<file path="src/rtl/seat_arbiter_pkg.sv">
// Shared types and helpers for the four-seat round-robin arbiter.
package seat_arb_pkg;

    typedef enum logic [1:0] {
        IDLE  = 2'd0,
        GRANT = 2'd1,
        GAP   = 2'd2
    } arb_state_e;

    localparam logic [1:0] SEAT_S = 2'd0;
    localparam logic [1:0] SEAT_E = 2'd1;
    localparam logic [1:0] SEAT_N = 2'd2;
    localparam logic [1:0] SEAT_W = 2'd3;

    // Two adjacent LEDs light for the granted seat.
    function automatic logic [7:0] led_pattern(input logic [1:0] seat);
        led_pattern = 8'b0000_0011 << {seat, 1'b0};
    endfunction

    function automatic logic [3:0] seat_onehot(input logic [1:0] seat);
        seat_onehot = 4'b0001 << seat;
    endfunction

endpackage

</file>
<file path="src/rtl/seat_arbiter_if.sv">
// Button inputs and display/grant outputs of the seat arbiter.
interface seat_arbiter_if;
    import seat_arb_pkg::*;

    logic       btnD;
    logic       btnR;
    logic       btnU;
    logic       btnL;
    logic [3:0] grant;
    logic       busy;
    logic [7:0] LED;

    modport master (output btnD, btnR, btnU, btnL, input grant, busy, LED);
    modport slave  (input btnD, btnR, btnU, btnL, output grant, busy, LED);

endinterface

</file>
<file path="src/rtl/seat_arbiter_tick_gen.sv">
// Free-running prescaler; tick is high for one cycle every 2^TICK_DIV+1 clocks.
module tick_gen #(
    parameter int TICK_DIV = 26
) (
    input  logic clk,
    input  logic rst,
    output logic tick
);

    logic [TICK_DIV:0] cnt_q;
    logic [TICK_DIV:0] cnt_d;

    assign tick  = cnt_q[TICK_DIV];
    assign cnt_d = tick ? '0 : cnt_q + (TICK_DIV + 1)'(1);

    always_ff @(posedge clk or negedge rst) begin
        if (!rst) cnt_q <= '0;
        else      cnt_q <= cnt_d;
    end

endmodule

</file>
<file path="src/rtl/seat_arbiter.sv">
// Round-robin arbiter for four seats (S,E,N,W) with tick-based hold limit.
// Define ARB_EDGE_REQ_EN to latch requests on rising edges instead of using levels.
module seat_arbiter
    import seat_arb_pkg::*;
#(
    parameter int TICK_DIV   = 26,
    parameter int HOLD_TICKS = 4
) (
    input  logic          clk,
    input  logic          rst,
    seat_arbiter_if.slave bus
);

    localparam logic [3:0] HOLD_LAST = 4'(HOLD_TICKS - 1);

    arb_state_e state_q, state_d;
    logic [3:0] grant_q, grant_d;
    logic [7:0] led_q,   led_d;
    logic       busy_q,  busy_d;
    logic [1:0] last_q,  last_d;
    logic [3:0] hold_q,  hold_d;

    logic       tick;
    logic [3:0] raw_req;
    logic [3:0] eff_req;
    logic [1:0] pick;
    logic       found;
    logic       release_early;

    assign raw_req = {bus.btnL, bus.btnU, bus.btnR, bus.btnD};

    tick_gen #(.TICK_DIV(TICK_DIV)) u_tick (
        .clk  (clk),
        .rst  (rst),
        .tick (tick)
    );

`ifdef ARB_EDGE_REQ_EN
    logic [3:0] prev_q;
    logic [3:0] pend_q, pend_d;
    logic [3:0] pend_clr;

    // A seat's pending bit is consumed on the cycle it wins arbitration.
    assign pend_clr = (state_q == IDLE && found) ? seat_onehot(pick) : 4'b0000;
    assign pend_d   = (pend_q | (raw_req & ~prev_q)) & ~pend_clr;
    assign eff_req  = pend_q;
    assign release_early = 1'b0;

    always_ff @(posedge clk or negedge rst) begin
        if (!rst) begin
            prev_q <= 4'b0000;
            pend_q <= 4'b0000;
        end else begin
            prev_q <= raw_req;
            pend_q <= pend_d;
        end
    end
`else
    assign eff_req       = raw_req;
    assign release_early = ~|(eff_req & grant_q);
`endif

    // Search starts at the seat after the previous grantee.
    always_comb begin
        pick  = SEAT_S;
        found = 1'b0;
        for (int i = 1; i <= 4; i++) begin
            if (!found && eff_req[last_q + 2'(i)]) begin
                found = 1'b1;
                pick  = last_q + 2'(i);
            end
        end
    end

    always_comb begin
        state_d = state_q;
        grant_d = grant_q;
        led_d   = led_q;
        busy_d  = busy_q;
        last_d  = last_q;
        hold_d  = hold_q;
        case (state_q)
            IDLE: begin
                busy_d = 1'b0;
                if (found) begin
                    state_d = GRANT;
                    grant_d = seat_onehot(pick);
                    led_d   = led_pattern(pick);
                    busy_d  = 1'b1;
                    last_d  = pick;
                    hold_d  = 4'd0;
                end
            end
            GRANT: begin
                if (release_early || (tick && hold_q == HOLD_LAST)) begin
                    state_d = GAP;
                    grant_d = 4'b0000;
                    led_d   = 8'h00;
                end else if (tick) begin
                    hold_d = hold_q + 4'd1;
                end
            end
            GAP: begin
                grant_d = 4'b0000;
                led_d   = 8'h00;
                busy_d  = 1'b1;
                if (tick) begin
                    state_d = IDLE;
                    busy_d  = 1'b0;
                end
            end
            default: begin
                state_d = IDLE;
                grant_d = 4'b0000;
                led_d   = 8'h00;
                busy_d  = 1'b0;
            end
        endcase
    end

    always_ff @(posedge clk or negedge rst) begin
        if (!rst) begin
            state_q <= IDLE;
            grant_q <= 4'b0000;
            led_q   <= 8'h00;
            busy_q  <= 1'b0;
            last_q  <= SEAT_W;
            hold_q  <= 4'd0;
        end else begin
            state_q <= state_d;
            grant_q <= grant_d;
            led_q   <= led_d;
            busy_q  <= busy_d;
            last_q  <= last_d;
            hold_q  <= hold_d;
        end
    end

    assign bus.grant = grant_q;
    assign bus.LED   = led_q;
    assign bus.busy  = busy_q;

endmodule

</file>
<file path="src/flat_wrapper.sv">
// flat-port wrapper written by rule: the top's interface ports become plain ports
module seat_arbiter_flat import seat_arb_pkg::*;
#(
    parameter int TICK_DIV   = 26,
    parameter int HOLD_TICKS = 4
)
  (clk, rst, bus_btnD, bus_btnR, bus_btnU, bus_btnL, bus_grant, bus_busy, bus_LED);
  seat_arbiter_if bus_i ();
  input  logic clk;
  input  logic rst;
  input wire logic [$bits(bus_i.btnD)-1:0] bus_btnD;
  input wire logic [$bits(bus_i.btnR)-1:0] bus_btnR;
  input wire logic [$bits(bus_i.btnU)-1:0] bus_btnU;
  input wire logic [$bits(bus_i.btnL)-1:0] bus_btnL;
  output wire logic [$bits(bus_i.grant)-1:0] bus_grant;
  output wire logic [$bits(bus_i.busy)-1:0] bus_busy;
  output wire logic [$bits(bus_i.LED)-1:0] bus_LED;
  assign bus_i.btnD = bus_btnD;
  assign bus_i.btnR = bus_btnR;
  assign bus_i.btnU = bus_btnU;
  assign bus_i.btnL = bus_btnL;
  assign bus_grant = bus_i.grant;
  assign bus_busy = bus_i.busy;
  assign bus_LED = bus_i.LED;
  seat_arbiter #(.TICK_DIV(TICK_DIV), .HOLD_TICKS(HOLD_TICKS)) u_core (.clk(clk), .rst(rst), .bus(bus_i));
endmodule
</file>
<file path="config.mk">
export PLATFORM = sky130hd
export DESIGN_NAME = seat_arbiter_flat
export DESIGN_NICKNAME = d
export VERILOG_FILES = /design/src/rtl/seat_arbiter_pkg.sv /design/src/rtl/seat_arbiter_if.sv /design/src/rtl/seat_arbiter_tick_gen.sv /design/src/rtl/seat_arbiter.sv /design/src/flat_wrapper.sv
export SDC_FILE = /design/constraint.sdc
export NUM_CORES = 1
export LEC_CHECK = 0
export CAP_MARGIN = 40
export CORE_UTILIZATION = 51
export DETAILED_ROUTE_END_ITERATION = 16
export GPL_ROUTABILITY_DRIVEN = 1
export PLACE_DENSITY_LB_ADDON = 0.05
export SLEW_MARGIN = 30
export SYNTH_ARGS = -nofsm -noshare
export SYNTH_HDL_FRONTEND = slang
export SYNTH_HIERARCHICAL = 1
export SYNTH_SLANG_ARGS = --single-unit
export TNS_END_PERCENT = 1
</file>
<file path="constraint.sdc">
create_clock -name clk -period 1.9 [get_ports clk]
set_input_delay 0.57 -clock clk [delete_from_list [all_inputs] [get_ports clk]]
set_output_delay 0.57 -clock clk [all_outputs]
set_load 0.05 [all_outputs]
</file>
==> results.ini <==
[outcome]
outcome = complete, but fails checks
violations = negative setup slack

[finish]
final-seq-area_um2 = 1000
syn2layout_area_growth_pct = 27.8
nFillCells = 299
multi_input_area_um2 = 1110
drive_above_1_share_pct = 32.2
final_area_um2 = 2740
final_net_count = 268
instances_no_fill = 311
antenna_cells = 0

[clock_network]
numCtsBuffers = 5
clk_pin_slew_ns = 0.08
insertion_delay_ns = 0.30
tritoncts = done
h-tree-depth = 2
cts.sinks = 40
cts.path.max_buffers = 2
clockRootBuffer = clkbuf_8

[yosys]
synth_nets = 226
synth_cell_types = 53
synth_area_um2 = 2150
avgSynthCellArea_um2 = 9.84
synth_largest_area_cell = dfrtp_1
postSynthRegisterBits = 40
synth_top_area_share_pct = 44.3
synth_edf_count = 0
yosysSeqAreaShare_pct = 46.8
syn_inst = 218
async_flop_share_pct = 100
synth_area_leaders = dfrtp_1 44%, a21oi_1 3.3%, nor2_1 3.1%
yosysWarnings = 6
synthFlopType = dfrtp_1

[placed_design]
dp_hpwl_um = 3410
portBuffers = 18
gp_congestion = 0.845
placed_cell_area_um2 = 2540
placedCellCount = 299

[hold_path]
worst_hold_path_type = in2async

[sta]
period_share_pct = 100
rsz0062_at_grt = true
worst_slew_pin_slew_ns = 0.502
tns_ns = -0.00840
setup_violations = 1
hold_viol_final = 0
skew_ns = 0.0104
drv_slew = 0
fmax_mhz = 524
fin_crit_ns = 1.91
layout_setup_ws_ns = -0.00840
slew_headroom_pct = 66.6

[pwr]
powerDensity_nw_per_um2 = 969
power_frac_clock_pct = 22.5
p_int_mw = 1.61
p_leak_nw = 1.15
vdd_drop_max_mv = 0.454
p_sw_mw = 1.05
seq_power_share_pct = 41.0
comb_power_share_pct = 36.5
netSwitchingFraction_pct = 39.5

[setup_path]
cpMostUsedCell = or4_4
worst-path-buf-inv = 1
max_stage_delay_ns = 0.54
path_cells = nand4_1 > buf_4 > or4_4 > or4_4 > a21oi_2
cp_slowest_cell = or4_4
critPathTopFamily = simple AND/OR/NAND/NOR gates
cp.required_ns = 2.12
critical_path_arrival_ns = 2.13
startpoint_type = flop
critPathMaxFanout = 3
path_class = reg2reg
cp-end-kind = flop

[floorplan]
core_area_um2 = 4030
die_w_um = 66.9
rows = 23
initial_core_util_pct = 53.3
die_h_um = 66.9
pin_count = 19
die_area_um2 = 4470

[routing]
detail_route.vias_per_cell = 5.88
first_pass_iters = 5
ant_nets = 0
wl_per_cell_um = 15.4
drt_iter0_drc = 97
drc_errors = 0
wirelength_um = 4800
num_vias = 1829

[grt]
grt_pass1_vias = 1750
grt_util_all_layers_pct = 24.6
gr-total-overflow = 0
grt_max_degree = 23
antenna_found_initial = 0
grt_pass1_wl_um = 8000

[run]
drv_cap = 0

-- area by class of cell --
class                           instances  share of cell area, %
Multi-Input combinational cell        158                   40.5
Sequential cell                        40                   36.6
Timing Repair Buffer                   50                   16.4
Clock buffer                            6                   3.01
Inverter                                5                  0.685
Tap cell                               50                   2.28
Clock inverter                          2                  0.548
-- path summary, 6_finish.rpt --
path	from	end	slack, ns	cells past startpoint
hold / removal	rst	u_core/bus.busy	0.23	1
min in group clk	u_core/hold_q[3]	u_core/hold_q[3]	0.51	1
setup reg to reg	u_core/u_tick/cnt_q[9]	u_core/u_tick/cnt_q[24]	-0.008	5
setup / recovery	u_core/u_tick/cnt_q[9]	u_core/u_tick/cnt_q[24]	-0.008	5
max in group asynchronous	rst	u_core/last_q[1]	1.09	2
hold reg to reg	u_core/hold_q[3]	u_core/hold_q[3]	0.51	1
-- state kept, by name, indices dropped and copies added (netlist names) --
name and count:
u_core/u_tick/cnt_q 27, u_core/hold_q 4, u_core/bus.grant 3, u_core/last_q 2, u_core/state_q 2, u_core/bus.LED 1, u_core/bus.busy 1
-- kinds of logic (layout without fill, tap and decap cells) --
group	Yosys count	after routing	synth area share [%]
AND/OR/NAND/NOR	94	94	25.4
AO/OA/AOI/OAI	49	49	16.0
flip-flops	40	40	46.8
buffers and inverters	20	63	5.13
XOR/XNOR	11	11	4.49
adder cells (fa/ha/maj)	2	2	1.17
multiplexers	2	2	0.991
-- stage by stage --
stage | util [%] | hold WS [ns] | total power [mW] | setup slack (ns)
finish | 68.0 | 0.231 | 2.66 | -0.00840
global route | 68.0 | 0.248 | 2.79 | -0.0532
CTS | 65.7 | 0.237 | 2.68 | -0.00435
detailed placement | 63.0 | 0.493 | 2.07 | -0.260
global placement | 63.0 | 0.488 | 2.05 | -0.193
floorplan | - | 0.274 | 1.79 | 0.00379
-- synth_stat cells, types with 3 or more instances --
cell type   n
o31ai_1     6
a21oi_1    14
or3_1       7
nand2_1    17
nor3_1      3
o21ai_0    12
or4_1       6
nor2_1     18
dfrtp_1    38
xor2_1      5
and3_1      4
nor4_1      3
nand3_1    12
nand4_1     4
inv_1       5
xnor2_1     6
buf_4       8
o211ai_1    3
-- layout by cell type, fill, tap and decap left out, types with 3 or more instances in the layout --
cell type  instances
o211ai_1           3
and3_1             4
nand4_1            4
buf_4             38
nor2_1            18
nand3_1           11
a21oi_1            9
nand2_1           17
o21ai_0           12
buf_12             4
buf_6              3
xor2_1             5
or4_4              4
nor4_1             3
clkbuf_8           6
xnor2_1            6
a21oi_2            6
dfrtp_1           38
o31ai_1            5
inv_1              5
or3_4              3
or3_1              5
-- routing by layer --
metal	vias to the layer above	GRT usage, %	routed length [µm]
met5	-	0	0
met4	0	13.0	117
met3	11	4.62	197
met2	58	42.7	2500
met1	890	28.4	1980
li1	870	-	-
-- power groups by stage --
stage	Clock, mW	Combinational, mW	Sequential [mW]
floorplan	0	0.601	1.19
global placement	0	0.953	1.09
detailed placement	0	0.967	1.10
CTS	0.621	0.971	1.09
global route	0.656	1.03	1.11
finish	0.598	0.969	1.09
-- repair_timing --
item	4_1_cts	5_1_grt
setup endpoints to repair	7	12
setup buffers	0	4
resized for setup	3	16
gates cloned	0	0
pin swaps	1	7
hold buffers	0	0
Power figures use the tool's default switching activity.
